===== src/rtl/float_pkg.sv =====
// Shared definitions for the iterative floating-point divider: FSM states,
// flag bit positions, default field widths and encoding helpers.
package float_pkg;

    localparam int DEF_EXP_W = 8;
    localparam int DEF_MAN_W = 23;

    // Bit positions inside the 5-bit flags word
    localparam int FLAG_INVALID   = 4;
    localparam int FLAG_DIV_ZERO  = 3;
    localparam int FLAG_OVERFLOW  = 2;
    localparam int FLAG_UNDERFLOW = 1;
    localparam int FLAG_INEXACT   = 0;

    typedef enum logic [1:0] {
        IDLE   = 2'd0,
        DIVIDE = 2'd1,
        ROUND  = 2'd2,
        DONE   = 2'd3
    } state_t;

    // Exponent bias for an exponent field of exp_w bits
    function automatic int bias_of(input int exp_w);
        return (1 << (exp_w - 1)) - 1;
    endfunction

    // Positive infinity: all-ones exponent, zero fraction (sign bit clear)
    function automatic logic [63:0] inf_bits(input int exp_w, input int man_w);
        return ((64'd1 << exp_w) - 64'd1) << man_w;
    endfunction

    // Quiet NaN: positive, all-ones exponent, fraction MSB set
    function automatic logic [63:0] qnan_bits(input int exp_w, input int man_w);
        return inf_bits(exp_w, man_w) | (64'd1 << (man_w - 1));
    endfunction

endpackage


===== src/rtl/float_unpack.sv =====
// Splits one IEEE-style word into sign, exponent and mantissa with the
// implicit one restored, and classifies it. Denormals are flushed to zero.
module float_unpack
    import float_pkg::*;
#(
    parameter int EXP_W = DEF_EXP_W,
    parameter int MAN_W = DEF_MAN_W
) (
    input  logic [EXP_W+MAN_W:0] x_i,
    output logic                 sign_o,
    output logic [EXP_W-1:0]     exp_o,
    output logic [MAN_W:0]       man_o,
    output logic                 zero_o,
    output logic                 inf_o,
    output logic                 nan_o
);

    logic exp_zero;
    logic exp_ones;
    logic frac_zero;

    assign exp_zero  = (x_i[EXP_W+MAN_W-1:MAN_W] == '0);
    assign exp_ones  = (x_i[EXP_W+MAN_W-1:MAN_W] == '1);
    assign frac_zero = (x_i[MAN_W-1:0] == '0);

    assign sign_o = x_i[EXP_W+MAN_W];
    assign exp_o  = x_i[EXP_W+MAN_W-1:MAN_W];
    // A zero exponent means zero or denormal; both become a plain zero
    assign man_o  = exp_zero ? '0 : {1'b1, x_i[MAN_W-1:0]};
    assign zero_o = exp_zero;
    assign inf_o  = exp_ones & frac_zero;
    assign nan_o  = exp_ones & ~frac_zero;

endmodule


===== src/rtl/float_divide_iter.sv =====
// Iterative floating-point divider: one restoring-division quotient bit per
// cycle, round-to-nearest-even, flush-to-zero on underflow. Special operands
// bypass the datapath and finish on the cycle after accept.
module float_divide_iter
    import float_pkg::*;
#(
    parameter int EXP_W = DEF_EXP_W,
    parameter int MAN_W = DEF_MAN_W
) (
    input  logic                 clk,
    input  logic                 reset,
    input  logic                 in_valid,
    output logic                 in_ready,
    input  logic [EXP_W+MAN_W:0] a,
    input  logic [EXP_W+MAN_W:0] b,
    output logic                 out_valid,
    input  logic                 out_ready,
    output logic [EXP_W+MAN_W:0] out,
    output logic [4:0]           flags
);

    localparam int W     = 1 + EXP_W + MAN_W;
    localparam int CNT_W = $clog2(MAN_W + 4);
    localparam logic [W-1:0] INF_W  = W'(inf_bits(EXP_W, MAN_W));
    localparam logic [W-1:0] QNAN_W = W'(qnan_bits(EXP_W, MAN_W));
    localparam logic signed [EXP_W+1:0] BIAS_S   = (EXP_W+2)'(bias_of(EXP_W));
    localparam logic signed [EXP_W+1:0] EXP_MAX  = (EXP_W+2)'((1 << EXP_W) - 1);
    localparam logic signed [EXP_W+1:0] EXP_ZERO = '0;
    localparam logic [CNT_W-1:0]        LAST_CNT = CNT_W'(MAN_W + 2);

    // Unpacked operands
    logic             ua_sign, ub_sign, ua_zero, ub_zero, ua_inf, ub_inf, ua_nan, ub_nan;
    logic [EXP_W-1:0] ua_exp, ub_exp;
    logic [MAN_W:0]   ua_man, ub_man;

    float_unpack #(.EXP_W(EXP_W), .MAN_W(MAN_W)) u_unpack_a (
        .x_i(a), .sign_o(ua_sign), .exp_o(ua_exp), .man_o(ua_man),
        .zero_o(ua_zero), .inf_o(ua_inf), .nan_o(ua_nan)
    );

    float_unpack #(.EXP_W(EXP_W), .MAN_W(MAN_W)) u_unpack_b (
        .x_i(b), .sign_o(ub_sign), .exp_o(ub_exp), .man_o(ub_man),
        .zero_o(ub_zero), .inf_o(ub_inf), .nan_o(ub_nan)
    );

    // State and datapath registers
    state_t                  state_q, state_d;
    logic                    sign_q, sign_d;
    logic [MAN_W:0]          mb_q, mb_d;
    logic [MAN_W+1:0]        rem_q, rem_d;
    // Fraction, guard and round bits; the integer bit is always 1 after
    // prenormalisation and simply shifts out of the top.
    logic [MAN_W+1:0]        quo_q, quo_d;
    logic signed [EXP_W+1:0] exp_q, exp_d;
    logic [CNT_W-1:0]        cnt_q, cnt_d;
    logic [W-1:0]            out_q, out_d;
    logic [4:0]              flags_q, flags_d;

    // Combinational helpers
    logic                    in_sign;
    logic                    sp_nan, sp_dbz, sp_inf, sp_zero, special;
    logic                    prenorm;
    logic signed [EXP_W+1:0] exp_pre, exp_fin;
    logic [MAN_W+2:0]        diff;
    logic [MAN_W+1:0]        rem_sel;
    logic                    sticky, round_up, inexact;
    logic [MAN_W:0]          frac_sum;

    // Operand classification, prenormalisation and the shared subtractor
    always_comb begin
        in_sign = ua_sign ^ ub_sign;
        sp_nan  = ua_nan | ub_nan | (ua_zero & ub_zero) | (ua_inf & ub_inf);
        sp_dbz  = ~sp_nan & ub_zero;
        sp_inf  = ~sp_nan & ~ub_zero & ua_inf;
        sp_zero = ~sp_nan & ~ub_zero & ~ua_inf & (ua_zero | ub_inf);
        special = sp_nan | sp_dbz | sp_inf | sp_zero;

        // Doubling the dividend when ma < mb keeps the quotient in [1,2)
        prenorm = (ua_man < ub_man);
        exp_pre = $signed({2'b00, ua_exp}) - $signed({2'b00, ub_exp}) + BIAS_S
                  - $signed({{(EXP_W+1){1'b0}}, prenorm});

        diff    = {1'b0, rem_q} - {2'b00, mb_q};
        rem_sel = diff[MAN_W+2] ? rem_q : diff[MAN_W+1:0];

        sticky   = |rem_q;
        round_up = quo_q[1] & (quo_q[0] | sticky | quo_q[2]);
        inexact  = quo_q[1] | quo_q[0] | sticky;
        frac_sum = {1'b0, quo_q[MAN_W+1:2]} + {{MAN_W{1'b0}}, round_up};
        // Fraction carry-out means the mantissa rounded up to 2.0
        exp_fin  = exp_q + $signed({{(EXP_W+1){1'b0}}, frac_sum[MAN_W]});
    end

    // Next-state and datapath update
    always_comb begin
        state_d = state_q;
        sign_d  = sign_q;
        mb_d    = mb_q;
        rem_d   = rem_q;
        quo_d   = quo_q;
        exp_d   = exp_q;
        cnt_d   = cnt_q;
        out_d   = out_q;
        flags_d = flags_q;

        case (state_q)
            IDLE: begin
                if (in_valid) begin
                    sign_d  = in_sign;
                    flags_d = '0;
                    if (special) begin
                        state_d = DONE;
                        if (sp_nan) begin
                            out_d                 = QNAN_W;
                            flags_d[FLAG_INVALID] = 1'b1;
                        end else if (sp_dbz || sp_inf) begin
                            out_d                  = {in_sign, INF_W[W-2:0]};
                            flags_d[FLAG_DIV_ZERO] = sp_dbz;
                        end else begin
                            out_d = {in_sign, {(W-1){1'b0}}};
                        end
                    end else begin
                        state_d = DIVIDE;
                        mb_d    = ub_man;
                        rem_d   = prenorm ? {ua_man, 1'b0} : {1'b0, ua_man};
                        quo_d   = '0;
                        exp_d   = exp_pre;
                        cnt_d   = '0;
                    end
                end
            end
            DIVIDE: begin
                quo_d = {quo_q[MAN_W:0], ~diff[MAN_W+2]};
                rem_d = rem_sel << 1;
                cnt_d = cnt_q + 1'b1;
                if (cnt_q == LAST_CNT) begin
                    state_d = ROUND;
                end
            end
            ROUND: begin
                state_d = DONE;
                flags_d = '0;
                if (exp_fin >= EXP_MAX) begin
                    out_d                  = {sign_q, INF_W[W-2:0]};
                    flags_d[FLAG_OVERFLOW] = 1'b1;
                    flags_d[FLAG_INEXACT]  = 1'b1;
                end else if (exp_fin <= EXP_ZERO) begin
                    out_d                   = {sign_q, {(W-1){1'b0}}};
                    flags_d[FLAG_UNDERFLOW] = 1'b1;
                    flags_d[FLAG_INEXACT]   = 1'b1;
                end else begin
                    out_d                 = {sign_q, exp_fin[EXP_W-1:0], frac_sum[MAN_W-1:0]};
                    flags_d[FLAG_INEXACT] = inexact;
                end
            end
            DONE: begin
                if (out_ready) begin
                    state_d = IDLE;
                end
            end
            default: state_d = IDLE;
        endcase
    end

    // State register with synchronous reset
    always_ff @(posedge clk) begin
        if (reset) begin
            state_q <= IDLE;
            sign_q  <= 1'b0;
            mb_q    <= '0;
            rem_q   <= '0;
            quo_q   <= '0;
            exp_q   <= '0;
            cnt_q   <= '0;
            out_q   <= '0;
            flags_q <= '0;
        end else begin
            state_q <= state_d;
            sign_q  <= sign_d;
            mb_q    <= mb_d;
            rem_q   <= rem_d;
            quo_q   <= quo_d;
            exp_q   <= exp_d;
            cnt_q   <= cnt_d;
            out_q   <= out_d;
            flags_q <= flags_d;
        end
    end

    assign in_ready  = (state_q == IDLE);
    assign out_valid = (state_q == DONE);
    assign out       = out_q;
    assign flags     = flags_q;

endmodule

===== config.mk =====
export PLATFORM = sky130hd
export DESIGN_NAME = float_divide_iter
export DESIGN_NICKNAME = d
export VERILOG_FILES = /design/src/rtl/float_pkg.sv /design/src/rtl/float_unpack.sv /design/src/rtl/float_divide_iter.sv
export SDC_FILE = /design/constraint.sdc
export NUM_CORES = 1
export LEC_CHECK = 0
export BUFFER_PORTS_ARGS = -buffer_cell sky130_fd_sc_hd__buf_2
export CAP_MARGIN = 20
export CORE_MARGIN = 3
export CORE_UTILIZATION = 42
export CTS_CLUSTER_SIZE = 20
export DETAILED_ROUTE_END_ITERATION = 8
export PLACE_DENSITY = 0.58
export SKIP_LAST_GASP = 1
export SYNTH_ARGS = -nofsm -noshare
export SYNTH_HDL_FRONTEND = slang
export SYNTH_SLANG_ARGS = --single-unit

===== constraint.sdc =====
create_clock -name clk -period 4.7 [get_ports clk]
set_input_delay 0 -clock clk [delete_from_list [all_inputs] [get_ports clk]]
set_output_delay 0 -clock clk [all_outputs]
set_load 0.005 [all_outputs]

Word level (Yosys, flattened, before mapping)
Cells that the tools add are included.
W data, S select, Z words.

storage, ports and cells
  word-level logic and storage cells = 112
  bits in writable memories = 0
  bits in registers = 129
  memories = 0
  bits in read-only memories = 0
  latch bits = 0
  output and inout port bits = 39
  bits of input ports = 68

operators by class
  shift operators = 0
  divide/modulo/power cells = 0
  equal/unequal tests = 11
  reductions and logical operators = 15
  add/sub/neg operators = 7
  mux-type cells = 36
  order comparisons = 3
  multipliers = 0
  bitwise gates (word level) = 31

operator list
  cell                    count
  $mux W25                5
  $pmux W25 S2            2
  $mux W32                3
  $mux W31                3
  $mux W24                3
  $pmux W32 S2            1
  $logic_not A23 Y1       2
  $sub A25 B24 Y26        1
  $reduce_or A25 Y1       1
  $add A23 B1 Y24         1
  $lt A24 B24 Y1          1
  $pmux W5 S2             2
  $eq A8 B8 Y1 const B    2
  $logic_not A8 Y1        2
  $mux W5                 3
  $and A1 B1 Y1           12
  $reduce_and A3 Y1       4
  $or A1 B1 Y1            11
  $add A10 B2 Y10         1
  $add A9 B8 Y10 const B  1
  $ge A10 B9 Y1 const B   1
  $le A10 B1 Y1 const B   1
  $mux W2                 5
  $sub A10 B2 Y10         1
  15 further kinds        34

Depth between registers and ports, before layout
Gate-level depths: netlist of run 1.

  depth after elaboration = 15
  depth in mapped cells = 25
  gate-level depth less buffers = 22

Hierarchy
Synthesis of run 1 repeated with hierarchy kept, for this count alone.

second synthesis, totals
  cell total of the unflattened synthesis = 1211
  area total of the unflattened synthesis = 9155.0 µm²

by module, submodules not included
  module             area each (µm²)  times used  sequential area each (µm²)  cells each
  float_divide_iter  8511.9           1           2582.5                      1109
  float_unpack       321.6            2           0.0                         51

Least setup slack after synthesis of run 1
Ideal clock, no wire load.

  path type = input port to flip-flop
  from = input port b[24]
  to = register exp_q[8]
  slack = 0.768 ns
  cell stages on the path = 23
  path buffers = 3
  data required time = 4.630 ns
  data arrival time = 3.862 ns
  library setup time = 0.070 ns
  cell sequence = nor4_1 > nand2_1 > clkbuf_1 > clkbuf_1 > nand2_1 > ha_1 > a21oi_1 > o21ai_0 > a221oi_1 > o21ai_0 > nor2_4 > buf_4 > inv_1 > ha_1 > ha_1 > a21o_1 > a21oi_1 > nor2b_1 > o21a_1 > o41ai_1 > xnor2_1 > nand2_1 > a21oi_1

on the way
  longest elaborated chain between the ends = 12
  elaborated cells on any way between the ends = 27
  those cells by class = add/sub: 3; order compare: 1; eq/ne: 1; mux: 1; bitwise: 19; reduce/logical: 2

ends and longest elaborated chain
  element                                                                  line                      RTL
  start, declared                                                          float_divide_iter.sv:15   input logic [EXP_W+MAN_W:0] b,
  parallel branches: the longest is 12 deep, another holds $add A9 B8 Y10  -
  end signal, assigned                                                     float_divide_iter.sv:183  exp_q <= exp_d;
  end, declared                                                            float_divide_iter.sv:54   logic signed [EXP_W+1:0] exp_q, exp_d;

Parallel ways; which one is timed is not known.
A chain may end at the register's enable or synchronous reset.

Worst setup path after layout of run 1
  from = input port a[24]
  to = register exp_q[7]

on the way
  longest elaborated chain between the ends = 12
  elaborated cells on any way between the ends = 27
  those cells by class = add/sub: 3; order compare: 1; eq/ne: 1; mux: 1; bitwise: 19; reduce/logical: 2

ends and longest elaborated chain
  element                                                                  line                     RTL
  start, declared                                                          float_divide_iter.sv:14  input logic [EXP_W+MAN_W:0] a,
  parallel branches: the longest is 12 deep, another holds $add A9 B8 Y10  -

Parallel ways; which one is timed is not known.

==> run metrics, run 1 <==
FFs w/ async S/R, synth 0%; Worst Setup Path Type input pin to register; synthesized flop and latch total 129; Syn. warnings 0; Num CTS Buffers 17; initial core utilization 43.33%; Max VDD drop 0.3453 mV; R2R cell count 13; distinct cell type count after synthesis 70; R2R Path End out[1]; die width 154.2 um; Worst R2R Setup Slack 0.76 ns; global-route wire length before repair 44290 um; Worst-Skew Late Latency 0.43 ns; die area 0.02377 mm2; Seq/Total Area, Yosys 28.00%; fraction of layout cells with a size suffix above 1 14.51%; DR pass1 iterations 5; vias in the first global route 8634; Synth Instances 1228; post-CTS resize count 0; DR iter-0 viols 546; Critical Path Fanout Max 26; area of the mapped netlist 0.009223 mm2; Relative slew margins 26.21%; Hold EP sign_q; Post-Place Cells 1554; ant diodes 0; min-delay src in_valid; WL/cell 16.79 um; WHS Path Cells 3; CTS tree built; Root Buffer clkbuf_16; drt drc 0; initial antenna violation count 0; RePlAce Congestion 0.8784; Syn Nets 1372; final setup fails 0; final net count 1468; CTS Buffer Depth 2; number of H-tree levels 4; post-route ant nets 0; post-synth top area share 28.00%; row count 53; Fillers 2131; Synth Flop Type dfxtp_1; top cells by area, synth dfxtp_1 28%, ha_1 9.9%, nand2_1 7.5%; Crit. End Element register; clock slew seen by the registers of the worst setup and hold paths 0.06 ns; Leakage 4.438 nW; RSZ-0062 raised after global routing no; Worst Hold Class input pin to register; Fin. Hold Viols 0; DRT Wirelength 27070 um; Tmin final 4.017 ns; Max-Cap Viols 0; Final Cycle Share 85.48%; I/O Pins 107; Max Slew Vio Count 0; vias per std cell 5.643; skew final 0.01048 ns; required time worst endpoint 5.06 ns; worst-margin pin slew 1.104 ns; Setup Total Neg Slack 0 ns; gr usage total 22.59%; Layout area overhead 17.04%; status complete, no violations; post-DP HPWL 19810 um; dominant cell type by area after synthesis dfxtp_1; FMAX 0.2489 GHz; crit start category input pin; Layout Cells excl Fill 1612; Power Density 591.5 mW/mm2; R2R Path Start quo_q[18]; CTS sink count 129; total grt overflow 0; Die Ht 154.2 um; Data arrival, critical path 4.38 ns; Syn Area/Cell 7.510 um2; largest net degree at the start of global routing 82; EDFF count, synth 0; IO Port Bufs 106; via count 9096; Core ar. 0.02129 mm2
-- power by group --
part           internal (mW)  total, mW  switching (mW)
registers               1.28       1.48           0.207
clock network          0.710       1.31           0.598
logic                   1.44       3.59            2.15
total                   3.43       6.38            2.96
-- worst max-delay path, cell delays in order --
cell	delay [ns]
buf_2	0.13
nor4_1	0.27
nand2_1	0.48
and2_1	0.36
ha_1	0.31
nand4_1	0.12
nor4_1	0.41
nand2_1	0.11
a211oi_2	0.27
nor2_4	0.05
inv_1	0.13
ha_1	0.17
ha_1	0.16
inv_1	0.05
fa_1	0.37
nor2b_1	0.14
o21ai_0	0.09
nand2b_1	0.11
a21o_1	0.12
a21o_1	0.14
xor2_1	0.15
nand2_1	0.07
a21oi_1	0.15
-- state kept, by name, summed over array words and instances (netlist names), 2 cells and up --
register	count
rem_q	25
quo_q	25
cnt_q	5
state_q	2
flags	5
mb_q	24
exp_q	10
out	32
-- cells in the final DEF (no fill, tap or decap), types with 22 or more instances in the layout --
cell type      instances
a211oi_1              22
buf_2                105
xnor2_1               32
nand3_1               76
a21oi_1              113
dlygate4sd3_1         26
nor4_1                24
o21ai_0               67
nor3_1                28
nand2_1              185
nor2_1                87
and2_1                27
xor2_1                30
dfxtp_1              129
ha_1                  72
inv_1                 58
-- how the worst max path moves through the flow --
stage	from	endpoint	slack [ns]	cells after the start
6_report	a[24]	exp_q[7]	0.68	23
3_3_place_gp	a[24]	exp_q[7]	0.37	23
5_1_grt	a[24]	exp_q[7]	0.15	23
2_1_floorplan	b[24]	exp_q[8]	0.77	23
3_5_place_dp	a[24]	exp_q[7]	0.27	23
4_1_cts	quo_q[18]	out[1]	0.69	13
-- logic make-up after synthesis --
family          after synthesis  share of synthesized area, %
mux                          30                         3.758
xor+xnor                     62                         5.888
flops                       129                         28.00
compound gates              296                         20.19
simple gates                509                         26.09
buf+inv                     126                         5.522
fa+ha+maj                    76                         10.55
-- routing by layer --
metal | wire [um] | global-route usage (%) | vias to the layer above
li1 | - | - | 4590
met1 | 12540 | 30.03 | 4236
met2 | 12520 | 36.83 | 220
met3 | 1141 | 3.693 | 50
met4 | 867 | 8.705 | 0
met5 | 0 | 0 | -
-- what timing repair did --
action,4_1_cts,5_1_grt
buffers inserted,0,0
hold endpoints to repair,40,0
hold buffers,26,0
endpoints found under the setup margin,0,0
-- synthesized netlist by cell type (14+ instances only) --
cell and instances:
a211oi_1 22, a21o_1 17, a21oi_1 114, and2_1 27
and3_1 14, clkbuf_1 43, dfxtp_1 129, ha_1 73
inv_1 58, mux2_2 20, nand2_1 185, nand3_1 76
nand4_1 21, nor2_1 90, nor3_1 28, nor4_1 24
o21ai_0 67, xnor2_1 32, xor2_1 30
-- area by class of cell --
type | instances | area [um2] | share of cell area (%)
multi-input cells | 973 | 6163 | 57.10
clock buffers | 17 | 425.4 | 3.941
clock inverters | 15 | 157.7 | 1.461
well taps | 275 | 344.1 | 3.188
repair buffers | 145 | 903.4 | 8.369
inverters | 58 | 217.7 | 2.017
flip-flops and latches | 129 | 2582 | 23.92
-- metrics by stage --
stage	hold WS (ns)	util [%]	power (mW)	worst slack (ns)	instance area (um2)
CTS	0.006496	50.71	6.387	0.6908	10790
detailed placement	0.3003	46.75	5.038	0.2718	9951
floorplan	0.1475	-	4.251	0.7675	9223
global placement	0.2892	46.75	5.032	0.3663	9951
global route	0.04296	50.71	6.911	0.1524	10790
finish	0.02643	50.71	6.384	0.6825	10790
No activity file was read; power rests on OpenSTA's default activity.
==> run 2: changes to the inputs <==
Settings changed: MAX_ROUTING_LAYER set to met4.
==> run 2 against run 1 <==
  * Critical path depth stayed put
  * Utilization unchanged
  * Clock power about the same
  * Combinational power barely moved
  * Via count is 0.56% lower
  * Maximum frequency down 0.32%
  * Sequential power hardly changed
  * Sequential share of layout area unchanged
  * Register-to-register slack is essentially flat
  * Routed wire length about the same
  * Final area is the same
  * Global-route usage rose by 0.66 points
  * Critical endpoint unchanged
  * Largest cell class unchanged
==> run metrics, run 2 (synthesized netlist as in run 1, its figures left out) <==
fraction of layout cells with a size suffix above 1 14.51% (unchanged); slowest CP cell nand2_1; required time worst endpoint 5.06 ns (about the same); Internal 3.428 mW (about the same); commonest non-fill, non-tap cell in the layout nand2_1; met1 Usage GRT 30.15% (+0.12 points); RePlAce Congestion 0.8929 (+1.7%); Worst-Skew Late Latency 0.43 ns (about the same); global-route wire length before repair 44240 um (-0.11%); DR pass1 iterations 5 (unchanged); initial core utilization 43.33% (unchanged); register area 0.002582 mm2 (unchanged); Crit. End Element register; FMAX 0.2481 GHz (-0.32%); Max VDD drop 0.3446 mV (-0.18%); ant diodes 0 (unchanged); multi-input logic area 0.006163 mm2 (unchanged); final worst setup slack 0.6697 ns (-0.01283 ns); Worst Hold Class input pin to register; drt drc 0 (unchanged); DR iter-0 viols 575 (+5.3%); Layout area overhead 17.04% (unchanged); status complete, no violations; Core ar. 0.02129 mm2 (unchanged); final setup fails 0 (unchanged); Post CTS Setup Buffer Count 0 (unchanged); die width 154.2 um (unchanged); Setup WS pre-CTS 0.2718 ns (unchanged); post-DP HPWL 19810 um (unchanged); clock slew seen by the registers of the worst setup and hold paths 0.06 ns (about the same); post-route ant nets 0 (unchanged); Fillers 2131 (unchanged); most frequent cells in the layout 185 x nand2_1, 129 x dfxtp_1, 113 x a21oi_1; Max-Cap Viols 0 (unchanged); I/O Pins 107 (unchanged); combinational power share 56.3% (about the same); NetSw 2.964 mW (+0.27%); Critical Path Fanout Max 26 (unchanged); CTS tree built; initial antenna violation count 0 (unchanged); RSZ-0062 raised after global routing no; Setup Total Neg Slack 0 ns (unchanged); Fin. Hold Viols 0 (unchanged); worst-margin pin slew 1.104 ns (-0.0002525 ns); largest net degree at the start of global routing 82 (unchanged); WL/cell 16.80 um (about the same); DRT Wirelength 27080 um (about the same); post-CTS resize count 0 (unchanged); vias in the first global route 8648 (+0.16%); sw frac 46.37% (+0.066 points); IO Port Bufs 106 (unchanged); vias per std cell 5.611 (-0.56%); crit-path cells buf_2 -> nor4_1 -> nand2_1 -> and2_1 -> ha_1 -> nand4_1 -> nor4_1 -> nand2_1 -> a211oi_2 -> nor2_4 -> inv_1 -> ha_1 -> ha_1 -> inv_1 -> fa_1 -> nor2b_1 -> o21ai_0 -> nand2b_1 -> a21o_1 -> a21o_1 -> xor2_1 -> nand2_1 -> a21oi_1; number of H-tree levels 4 (unchanged); Clock Power Share 20.6% (about the same); Worst Setup Path Type input pin to register; row count 53 (unchanged); M3 GR Usage 3.525% (-0.17 points); Largest register FFs 32 (unchanged); Root Buffer clkbuf_16; final net count 1468 (unchanged); Relative slew margins 26.23% (about the same); Leakage 4.438 nW (unchanged); slowest stage delay, CP 0.49 ns (about the same); total grt overflow 0 (unchanged); WHS Path Cells 3 (unchanged); Layout Cells excl Fill 1612 (unchanged); Tmin final 4.030 ns (+0.01283 ns); M2 GR Usage 36.81% (about the same); Max Slew Vio Count 0 (unchanged); die area 0.02377 mm2 (unchanged); gr usage total 23.25% (+0.66 points); Num CTS Buffers 17 (unchanged); Data arrival, critical path 4.39 ns (about the same); sequential share of power 23.2% (about the same); Power Density 592.3 mW/mm2 (+0.13%); Top Usage Layer GRT met2; crit start category input pin; skew final 0.01290 ns (+0.002424 ns); via count 9045 (-0.56%); Final Cycle Share 85.75% (+0.27 points); Die Ht 154.2 um (unchanged); CTS sink count 129 (unchanged); R2R cell count 13 (unchanged); CTS Buffer Depth 2 (unchanged); Post-Place Cells 1554 (unchanged)
run 2: cell counts in the layout (fill, tap and decap cells not counted):
Identical to the previous run, type by type.
run 2: area by class of cell:
type                            count  area share [%]
Sequential cell                   129           23.92
Multi-Input combinational cell    973           57.10
Tap cell                          275           3.188
Clock buffer                       17           3.941
Inverter                           58           2.017
Clock inverter                     15           1.461
Timing Repair Buffer              145           8.369
run 2: worst paths after layout:
check	from	to	slack, ns
setup / recovery	a[24]	exp_q[7]	0.67
hold / removal	in_valid	sign_q	0.03
setup reg to reg	quo_q[18]	out[1]	0.75
hold reg to reg	out[13]	out[13]	0.45
run 2: metal layers:
metal / vias up / wire (um)
met2: 240 / 12560
met1: 4180 / 12460
met5: - / 0
met4: 0 / 796
li1: 4580 / -
met3: 45 / 1254
run 2: power by group through the flow:
stage,sequential [mW],combinational [mW],clock (mW)
2_1_floorplan,1.42,2.83,0
5_1_grt,1.51,4.02,1.38
6_report,1.48,3.60,1.31
4_1_cts,1.48,3.57,1.34
3_5_place_dp,1.50,3.54,0
3_3_place_gp,1.50,3.53,0
run 2: worst max-delay path, delay by kind of cell:
family | cells | cell delay, ns
buffers and inverters | 3 | 0.31
AND/OR/NAND/NOR | 10 | 2.13
XOR/XNOR | 1 | 0.15
adder cells (fa/ha/maj) | 4 | 1.01
AO/OA/AOI/OAI | 5 | 0.77
run 2: per-stage QoR:
step	utilization [%]	power [mW]	instance area [um2]	hold WS, ns
after floorplan	-	4.251	9223	0.1475
after global placement	46.75	5.032	9951	0.2892
after detailed placement	46.75	5.038	9951	0.3003
after CTS	50.71	6.387	10790	0.006496
after global routing	50.71	6.910	10790	0.04295
final	50.71	6.393	10790	0.02910
run 2: timing repair:
item / in CTS / in global routing
hold endpoints to repair: 40 / 0
endpoints found under the setup margin: 0 / 0
hold buffers: 26 / 0
==> run 3: changes to the inputs <==
Settings changed: PLACE_DENSITY 0.58 to not set, PLACE_DENSITY_LB_ADDON set to 0.2.
==> run 3 against run 2 <==
  * Clock power grew 9.9%
  * Count of clock-buffer cells in the layout grew 1
  * Total power grew 2.6%
  * Sequential share of layout area shrank 0.29 points
  * Utilization grew 0.62 points
  * Critical path type is now register to register
  * Critical endpoint is now out[20]
  * Largest cell class unchanged
==> run metrics, run 3 (synthesized netlist as in run 1, its figures left out) <==
status complete, no violations; CTS Buffer Depth 2 (unchanged); total grt overflow 0 (unchanged); Largest register FFs 32 (unchanged); ant diodes 0 (unchanged); number of H-tree levels 4 (unchanged); Data arrival, critical path 4.21 ns (-0.18 ns); Core ar. 0.02129 mm2 (unchanged); Worst Hold Class input pin to register; die width 154.2 um (unchanged); skew final 0.007676 ns (-0.005226 ns); Internal 3.604 mW (+5.1%); Max Slew Vio Count 0 (unchanged); post-DP HPWL 19890 um (+0.38%); Setup Total Neg Slack 0 ns (unchanged); R2R cell count 13 (unchanged); Crit. End Element register; post-CTS resize count 0 (unchanged); crit-path cells and3_1 -> and2_1 -> nand3_1 -> nor3_1 -> ha_1 -> ha_1 -> nand2_1 -> nor3_1 -> mux2i_1 -> o21ai_0 -> o31a_1 -> nand4_1 -> o21ai_0; RSZ-0062 raised after global routing no; Critical Path Fanout Max 23 (-12%); fraction of layout cells with a size suffix above 1 14.50% (about the same); FMAX 0.2578 GHz (+3.9%); R2R Path End out[20]; Power Total 6.560 mW (+2.6%); post-route ant nets 0 (unchanged); worst-margin pin slew 0.8934 ns (-0.2107 ns); Max VDD drop 0.3220 mV (-6.6%); Fillers 2082 (-2.3%); clock slew seen by the registers of the worst setup and hold paths 0.06 ns (about the same); RePlAce Congestion 0.9593 (+7.4%); DR pass1 iterations 4 (-1); via count 9262 (+2.4%); crit start category register; Tmin final 3.879 ns (-0.1518 ns); most frequent cells in the layout 185 x nand2_1, 129 x dfxtp_1, 113 x a21oi_1; Clock Power Share 21.9% (+1.3 points); CTS sink count 129 (unchanged); initial core utilization 43.33% (unchanged); die area 0.02377 mm2 (unchanged); crit path to out[20]; IO Port Bufs 106 (unchanged); sequential share of power 22.6% (-0.6 points); largest net degree at the start of global routing 79 (-3.7%); delay-heaviest family, CP simple AND/OR/NAND/NOR gates; Max-Cap Viols 0 (unchanged); slowest stage delay, CP 0.66 ns (+0.17 ns); slowest CP cell nand4_1; gr usage total 23.38% (+0.13 points); sw frac 45.06% (-1.3 points); Worst Setup Path Type register to register; Leakage 4.516 nW (+1.8%); crit path launch quo_q[4]; global-route wire length before repair 44520 um (+0.62%); DR iter-0 viols 663 (+15%); Layout area overhead 18.48%; Root Buffer clkbuf_16; vias per std cell 5.717 (+1.9%); NetSw 2.955 mW (-0.30%); required time worst endpoint 5.03 ns (-0.03 ns); combinational power share 55.5% (-0.8 points); drt drc 0 (unchanged); DRT Wirelength 27420 um (+1.3%); Crit path depth 13 (-43%); WL/cell 16.93 um (+0.77%); final net count 1476 (+0.54%); Power Density 600.3 mW/mm2 (+1.4%); vias in the first global route 8705 (+0.66%); row count 53 (unchanged); commonest non-fill, non-tap cell in the layout nand2_1; Relative slew margins 39.79% (+14 points); Worst R2R Setup Slack 0.82 ns (+0.07 ns); Num CTS Buffers 17 (unchanged); Final Cycle Share 82.52% (-3.2 points); R2R Path Start quo_q[4]; I/O Pins 107 (unchanged); Die Ht 154.2 um (unchanged); crit path buf inv count 0 (-3); Worst-Skew Late Latency 0.43 ns (about the same); initial antenna violation count 0 (unchanged); Fin. Hold Viols 0 (unchanged); CTS tree built; final setup fails 0 (unchanged)
-- run 3: what timing repair did --
| item | in CTS | in global routing |
|---|---|---|
| setup buffers | 0 | 0 |
| hold buffers | 34 | 0 |
| endpoints found under the hold margin | 36 | 0 |
-- run 3: power groups by stage --
stage	combinational [mW]	sequential [mW]	clock, mW
finish	3.64	1.48	1.44
global route	4.04	1.51	1.49
CTS	3.60	1.48	1.45
detailed placement	3.54	1.50	0
global placement	3.52	1.50	0
floorplan	2.83	1.42	0
-- run 3: final cells by class --
| class | count | area (um2) | share of cell area, % |
|---|---|---|---|
| Timing Repair Buffer | 153 | 983.4 | 9.000 |
| Clock inverter | 14 | 188.9 | 1.729 |
| Sequential cell | 129 | 2582 | 23.63 |
| Tap cell | 275 | 344.1 | 3.149 |
| Multi-Input combinational cell | 973 | 6171 | 56.48 |
| Inverter | 58 | 217.7 | 1.992 |
| Clock buffer | 18 | 439.2 | 4.019 |
-- run 3: metrics by stage --
stage | worst slack [ns] | hold slack (ns) | util, % | cell area, um2 | cells
after floorplan | 0.7675 | 0.1475 | - | 9223 | 1228
after global placement | 0.6093 | 0.2898 | 46.75 | 9951 | 1554
after detailed placement | 0.4946 | 0.2897 | 46.78 | 9958 | 1554
after CTS | 0.7162 | 0.02509 | 51.33 | 10930 | 1620
after global routing | 0.4021 | 0.01443 | 51.33 | 10930 | 1620
final | 0.8215 | 0.04091 | 51.33 | 10930 | 1620
-- run 3: worst min-delay path: stages --
cell and delay [ns]:
buf_2 0.11, and2_1 0.21, a211oi_1 0.09
-- run 3: how the worst min path moves through the flow --
stage / from / endpoint / slack, ns / depth (start not counted)
floorplan: b[10] / mb_q[10] / 0.15 / 2
global placement: b[17] / mb_q[17] / 0.29 / 3
detailed placement: b[17] / mb_q[17] / 0.29 / 3
CTS: in_valid / sign_q / 0.03 / 3
global route: a[0] / rem_q[0] / 0.01 / 3
finish: in_valid / sign_q / 0.04 / 3
-- run 3: metal layers --
metal	track usage, %	routed length (um)	share of wire [%]	up-vias
li1	-	-	-	4594
met1	30.69	12450	45	4310
met2	36.73	12620	46	309
met3	4.225	1698	6.2	49
met4	7.443	654	2.4	0
met5	-	0	0	-
